`config.mk`:
```
export PLATFORM = sky130hd
export DESIGN_NAME = debounce_fsm
export DESIGN_NICKNAME = d
export VERILOG_FILES = /design/src/rtl/debounce_fsm.sv
export SDC_FILE = /design/constraint.sdc
export NUM_CORES = 1
export LEC_CHECK = 0
export ABC_CLOCK_PERIOD_IN_PS = 5150
export BUFFER_PORTS_ARGS = -buffer_cell sky130_fd_sc_hd__clkbuf_2
export CORE_MARGIN = 2
export CORE_UTILIZATION = 50
export CTS_CLUSTER_DIAMETER = 200
export DETAILED_ROUTE_END_ITERATION = 10
export GPL_ROUTABILITY_DRIVEN = 1
export MAX_ROUTING_LAYER = met4
export PLACE_DENSITY_LB_ADDON = 0.2
export SYNTH_ARGS = -nofsm -noshare
export SYNTH_HDL_FRONTEND = slang
export SYNTH_SLANG_ARGS = --single-unit
```
`constraint.sdc`:
```
create_clock -name clk -period 5.15 [get_ports clk]
set_clock_uncertainty 0.05 [all_clocks]
set_input_delay 0.2575 -clock clk [delete_from_list [all_inputs] [get_ports clk]]
set_output_delay 0.2575 -clock clk [all_outputs]
set_load 0.02 [all_outputs]
```
`src/rtl/debounce_fsm.sv`:
```
// Switch debouncer: synchronizer, stability counter and a four-state Moore FSM
// producing a clean, registered level for the downstream edge detector.
module debounce_fsm #(
  parameter int unsigned STABLE_CYCLES = 1_000_000,
  parameter int unsigned SYNC_STAGES   = 2
) (
  input  logic clk,
  input  logic rst,
  input  logic sw,
  output logic db,
  output logic busy
);

  localparam int unsigned CNT_W = $clog2(STABLE_CYCLES);
  localparam logic [CNT_W-1:0] CNT_LAST = CNT_W'(STABLE_CYCLES - 1);

  // Encoding is {db, busy}, so both outputs come straight from state flops.
  typedef enum logic [1:0] {
    ZERO  = 2'b00,
    WAIT1 = 2'b01,
    ONE   = 2'b10,
    WAIT0 = 2'b11
  } state_t;

  state_t                 state, state_d;
  logic [CNT_W-1:0]       cnt, cnt_d;
  logic [SYNC_STAGES-1:0] sync;
  logic                   sw_s;

  // Synchronizer chain; only the last stage is used by the FSM.
  always_ff @(posedge clk or negedge rst) begin
    if (!rst) begin
      sync <= '0;
    end else begin
      sync <= {sync[SYNC_STAGES-2:0], sw};
    end
  end

  assign sw_s = sync[SYNC_STAGES-1];

  always_ff @(posedge clk or negedge rst) begin
    if (!rst) begin
      state <= ZERO;
      cnt   <= '0;
    end else begin
      state <= state_d;
      cnt   <= cnt_d;
    end
  end

  // A revert of sw_s always wins over the terminal count.
  always_comb begin
    state_d = state;
    cnt_d   = cnt;
    case (state)
      ZERO: begin
        if (sw_s) begin
          state_d = WAIT1;
          cnt_d   = '0;
        end
      end
      WAIT1: begin
        if (!sw_s) begin
          state_d = ZERO;
        end else if (cnt == CNT_LAST) begin
          state_d = ONE;
        end else begin
          cnt_d = cnt + CNT_W'(1);
        end
      end
      ONE: begin
        if (!sw_s) begin
          state_d = WAIT0;
          cnt_d   = '0;
        end
      end
      WAIT0: begin
        if (sw_s) begin
          state_d = ONE;
        end else if (cnt == CNT_LAST) begin
          state_d = ZERO;
        end else begin
          cnt_d = cnt + CNT_W'(1);
        end
      end
    endcase
  end

  assign db   = state[1];
  assign busy = state[0];

endmodule

```
==> results of run 1 <==
==> per-layer routing <==
| layer | global-route usage | vias up |
|---|---|---|
| li1 | - | 522 |
| met2 | 0.272 | 19 |
| met3 | 0.0281 | 4 |
| met4 | 0.0523 | 0 |
| met1 | 0.262 | 518 |
| met5 | - | - |
==> layout by cell type (no fill, tap or decap), types with 2 or more instances in the layout <==
cell type,n
a21oi_1,8
a22o_1,9
a31oi_1,5
and3_1,2
clkbuf_2,4
clkbuf_4,3
dfrtp_1,24
dlygate4sd3_1,2
inv_1,3
mux2_1,3
mux2_2,6
mux2i_1,2
nand2_1,10
nand2b_1,2
nand3_1,12
nand4_1,3
nor2_1,12
nor3_1,3
nor4_1,3
o21ai_0,3
==> logic make-up (layout without fill, tap and decap cells) <==
kind of cell / count (synthesis) / after routing / synth area share
XOR/XNOR: 1 / 1 / 0.00659
flip-flops: 24 / 24 / 0.452
adder cells (fa/ha/maj): 1 / 1 / 0.00941
AND/OR/NAND/NOR: 54 / 54 / 0.226
AO/OA/AOI/OAI: 35 / 35 / 0.187
multiplexers: 11 / 11 / 0.0913
buffers and inverters: 9 / 14 / 0.0273
==> critical path: stages, from the launching register on <==
cell and delay (ns):
dfrtp_1 0.43, ha_1 0.21, nand2_2 0.12, nor4_4 0.47
a21oi_2 0.27, and3_1 0.24, a211o_1 0.21
==> flip-flops by register name, summed over array words and instances, names as in the netlist, named ones only <==
name,count
state,1
cnt,20
sync,2
==> path summary, 6_finish.rpt <==
check | to | start | cells past startpoint | slack, ns
max reg2reg | cnt[19] | cnt[0] | 6 | 3.05
min in group asynchronous | cnt[17] | rst | 2 | 0.42
min | sync[1] | sync[0] | 0 | 0.32
min reg2reg | sync[1] | sync[0] | 0 | 0.32
max in group asynchronous | cnt[7] | rst | 2 | 4.25
max | cnt[19] | cnt[0] | 6 | 3.05
==> metrics by stage <==
step | instance area, sq um | setup slack, ns | std cells | utilization
after global placement | 1370 | 3.14 | 164 | 0.548
after detailed placement | 1370 | 3.09 | 164 | 0.548
after floorplan | 1330 | 3.27 | 135 | -
after global routing | 1430 | 2.89 | 170 | 0.570
final | 1430 | 3.05 | 170 | 0.570
after CTS | 1430 | 3.07 | 170 | 0.570
==> cell type report <==
cell class              count  area [sq um]  share of cell area
inverters                   3          11.3             0.00790
multi-input cells         102           692               0.486
clock buffers               4          36.3              0.0255
flip-flops and latches     24           601               0.421
well taps                  30          37.5              0.0263
repair buffers              7          47.5              0.0334
==> power breakdown <==
part           switching, W  leakage (nW)  internal (W)
clock network     0.0000544        0.0210     0.0000431
logic             0.0000174         0.272     0.0000129
registers         0.0000125         0.326      0.000196
total             0.0000843         0.619      0.000252
==> timing repair <==
item,in CTS,in global routing
hold endpoints to repair,25,0
hold buffers,2,0
setup endpoints to repair,0,0
==> impl_results.md, run 1 <==
* Main synth FF type: dfrtp_1
* Fin. Hold Viols at 0
* Share of cells above drive strength 1 at 0.150
* Top Layer Used: met4
* Worst min-delay path class: reg2reg
* M1 wire length at 1.30 mm
* Die area at 3090 sq um
* Area delta synth->final at 7.25%
* Drt drc at 0
* Maximum vdd drop at 0.000186 V
* Iteration-0 DRC Markers at 43
* Seq/Total Area, Yosys at 0.452
* Setup TNS at 0 ns
* Top-Level Pins at 5
* Hold Worst Slack at 0.323 ns
* Crit Path Class: reg2reg
* Clock root cell: clkbuf_4
* Tot Pwr at 0.000336 W
* Share of the synthesized area in the top cell type at 0.452
* Synth cell types at 38
* Asr flop ratio synth at 1.00
* Syn Nets at 139
* Gr ovfl total at 0
* Max FO, Critical Path at 16
* GR Util All Layers at 0.184
* Final Max Slew Viols at 0
* Layout net count at 145
* RSZ-0062 raised after global routing: no
* Largest net degree at the start of global routing at 25
* Req. time, crit path at 5.31 ns
* Critical Path AT at 2.26 ns
* EDFF count, synth at 0
* LEAKAGE at 0.619 nW
* CP Launch Type: flop
* Largest area contributor in the netlist: dfrtp_1
* Top post-synthesis cells by area: dfrtp_1 (45%), a22o_1 (5.9%), mux2_2 (5.1%)
* CTS resizes at 0
* Rows at 18
* Worst skew pair latency at 0.31 ns
* Status: completed
* Die X at 55.6 microns
* Via count at 1063
* Num CTS Buffers at 3
* Inserted Diodes at 0
* Post-Synthesis Cells at 135
* Top-count cell post-synth: dfrtp_1
* Fillers at 217
* Max Fclk at 477 MHz
* Vias in the first global route at 970
* Vias/cell at 6.25
* Drt wl/cell at 14.8 microns
* Mean post-synth cell area at 9.84 sq um
* First-pass GRT wire length at 4.46 mm
* CTS tree: yes
* Detailed Routing Iterations Pass 1 at 4
* Number of max-cap violations at 0
* Final period util at 0.407
* Post-synthesis register bit count at 24
* Die Span Y at 55.6 microns
* Mapped Area at 1330 sq um
* Post-synth top cells: dfrtp_1 (24), nand3_1 (12), nor2_1 (12)
* Slew @ Worst Pin at 0.632 ns
* Clk slew on worst S/H paths at 0.13 ns
* Hpwl dp at 1.77 mm
* Initial core utilization at 0.532
* Pwr dens at 236 nW/um^2
* Final setup viols at 0
* Total core area at 2500 sq um
* DR WL met2 at 1.12 mm
* Port Buffer Count at 4
* Tmin final at 2.10 ns
* CTS H-tree lvls at 1
* Initial antenna violation count at 0
* DR WL met3 at 70 microns
* Yosys Warn Count at 0
* Slew margin rel. at 0.578
* Post-route ant nets at 0
* Clk buf depth at 2
* CTS Sinks at 24
* Gp weighted congestion at 0.802
* Post-CTS Setup Bufs at 0
* Final WL at 2.52 mm
* CP Capture Type: flop
(Power assumes the default switching activity.)
==> run 2, diff against run 1 <==
Settings changed: ABC_CLOCK_PERIOD_IN_PS 5150 to 1770.
Clock period 5.15 ns to 1.77 ns, I/O delays scaled along.
==> impl_results.md, run 2 (synthesized netlist as in run 1, its figures left out) <==
* Status: finished with violations
* Failing checks: negative setup slack
* Die Span Y at 55.6 microns (unchanged)
* FF+latch area at 602 sq um (+0.21%)
* Largest net degree at the start of global routing at 25 (unchanged)
* RSZ-0062 raised after global routing: yes
* CP Capture Type: flop
* Setup TNS at -0.666 ns (-0.666 ns)
* Fin. Hold Viols at 0 (unchanged)
* Area of the multi-input gates at 831 sq um (+20%)
* Hold Worst Slack at 0.246 ns (-0.0763 ns)
* Vias/cell at 6.22 (-0.48%)
* Top reg by flops: cnt
* FF-to-FF setup slack at -0.12 ns (-3.17 ns)
* CTS tree: yes
* Worst setup margin at -0.120 ns (-3.17 ns)
* CTS H-tree lvls at 1 (unchanged)
* Max Fclk at 529 MHz (+11%)
* Layout net count at 196 (+35%)
* Vias in the first global route at 1344 (+39%)
* Maximum vdd drop at 0.000706 V (+280%)
* Die area at 3090 sq um (unchanged)
* Clk buf depth at 2 (unchanged)
* Final Max Slew Viols at 0 (unchanged)
* Inserted Diodes at 0 (unchanged)
* R2r worst-path depth at 6 (unchanged)
* Die X at 55.6 microns (unchanged)
* Via count at 1369 (+29%)
* Buf/Inv on CP at 1 (+1)
* Most common cell after layout, fill and taps aside: buf_4
* Num CTS Buffers at 3 (unchanged)
* Req. time, crit path at 1.94 ns (-3.37 ns)
* CTS Sinks at 24 (unchanged)
* Slew @ Worst Pin at 0.630 ns (-0.00208 ns)
* Clock root cell: clkbuf_4
* Gp weighted congestion at 0.827 (+3.1%)
* Hpwl dp at 2.48 mm (+40%)
* CP Launch Type: flop
* Max FO, Critical Path at 4 (-12)
* Total core area at 2500 sq um (unchanged)
* Post-Layout Inst Area at 1960 sq um (+37%)
* Max incr delay on CP at 0.43 ns (-0.04 ns)
* Rows at 18 (unchanged)
* Pwr dens at 529 nW/um^2 (+120%)
* Largest regs: cnt x20, sync x2, state x1
* Slowest cell on crit path: dfrtp_1
* Number of max-cap violations at 0 (unchanged)
* First-pass GRT wire length at 6.56 mm (+47%)
* Crit Path Class: reg2reg
* Slew margin rel. at 0.580 (+0.00139)
* Final WL at 4.23 mm (+68%)
* Critical path's top delay family: simple AND/OR/NAND/NOR gates
* Detailed Routing Iterations Pass 1 at 4 (unchanged)
* Crit-path cells: nand4_1 -> buf_4 -> nor4_2 -> nand3_1 -> mux2_2 -> a22o_1
* Tmin final at 1.89 ns (-0.205 ns)
* Post-route ant nets at 0 (unchanged)
* Gr ovfl total at 0 (unchanged)
* Share of cells above drive strength 1 at 0.484 (+0.334)
* Initial core utilization at 0.532 (unchanged)
* Worst path depth at 6 (unchanged)
* Iteration-0 DRC Markers at 69 (+60%)
* Most frequent cells in the layout: buf_4 (46), dfrtp_1 (23), nor2_1 (12)
* Top-Level Pins at 5 (unchanged)
* LEAKAGE at 0.932 nW (+51%)
* Post-Place Cell Area at 1630 sq um (+19%)
* Drt wl/cell at 19.2 microns (+30%)
* Critical Path AT at 2.06 ns (-0.20 ns)
* Clk slew on worst S/H paths at 0.13 ns (about the same)
* Initial antenna violation count at 0 (unchanged)
* Port Buffer Count at 4 (unchanged)
* Final period util at 1.07 (+0.661)
* Worst min-delay path class: in2async
* Fillers at 162 (-25%)
* Area delta synth->final at 47.3%
* Max FFs per register at 20 (unchanged)
* GR Util All Layers at 0.280 (+0.0966)
* Drt drc at 0 (unchanged)
* Final setup viols at 17 (+17)
* Worst skew pair latency at 0.32 ns (about the same)
run 2: changes by cell type in the layout (fill, tap and decap cells not counted), sizes merged:
cell,before,now
buf,1,52
clkbuf,8,7
run 2: layer usage:
| layer | vias to the layer above | GRT usage | wire, microns |
|---|---|---|---|
| met5 | - | - | 0 |
| met4 | 0 | 0.0801 | 80 |
| met3 | 10 | 0.0422 | 190 |
| met2 | 58 | 0.461 | 2170 |
| met1 | 679 | 0.360 | 1790 |
| li1 | 622 | - | - |
run 2: timing repair:
| item | CTS | global route |
|---|---|---|
| setup endpoints to repair | 13 | 21 |
| hold endpoints to repair | 25 | 0 |
| gates resized for setup | 28 | 7 |
| setup buffers | 6 | 11 |
| hold buffers | 2 | 0 |
| pin swaps | 8 | 15 |
run 2: final timing paths:
| kind | start | endpoint |
|---|---|---|
| max | cnt[11] | cnt[14] |
| min in group clk | sync[0] | sync[1] |
| min | rst | cnt[4] |
| max in group asynchronous | rst | cnt[2] |
| min reg2reg | sync[0] | sync[1] |
| max reg2reg | cnt[11] | cnt[14] |
run 2: cell type report:
class	instances	share of cell area
clock buffer	3	0.0115
multi-input combinational	102	0.425
sequential	24	0.308
timing repair buffer	58	0.231
inverter	3	0.00575
tap	30	0.0192
run 2: power breakdown:
group          internal, W  total [W]  switching [W]
clock network    0.0000798   0.000245       0.000165
logic            0.0000877   0.000179      0.0000912
registers         0.000571   0.000612      0.0000410
total             0.000738    0.00104       0.000297
run 2: metrics by stage:
stage,util,total power [W],instances,setup slack [ns]
CTS,0.738,0.00101,209,-0.0651
finish,0.783,0.00104,220,-0.120
detailed placement,0.653,0.000740,199,-0.110
global route,0.783,0.00107,220,-0.243
floorplan,-,0.000667,135,-0.00293
global placement,0.653,0.000729,199,-0.0616
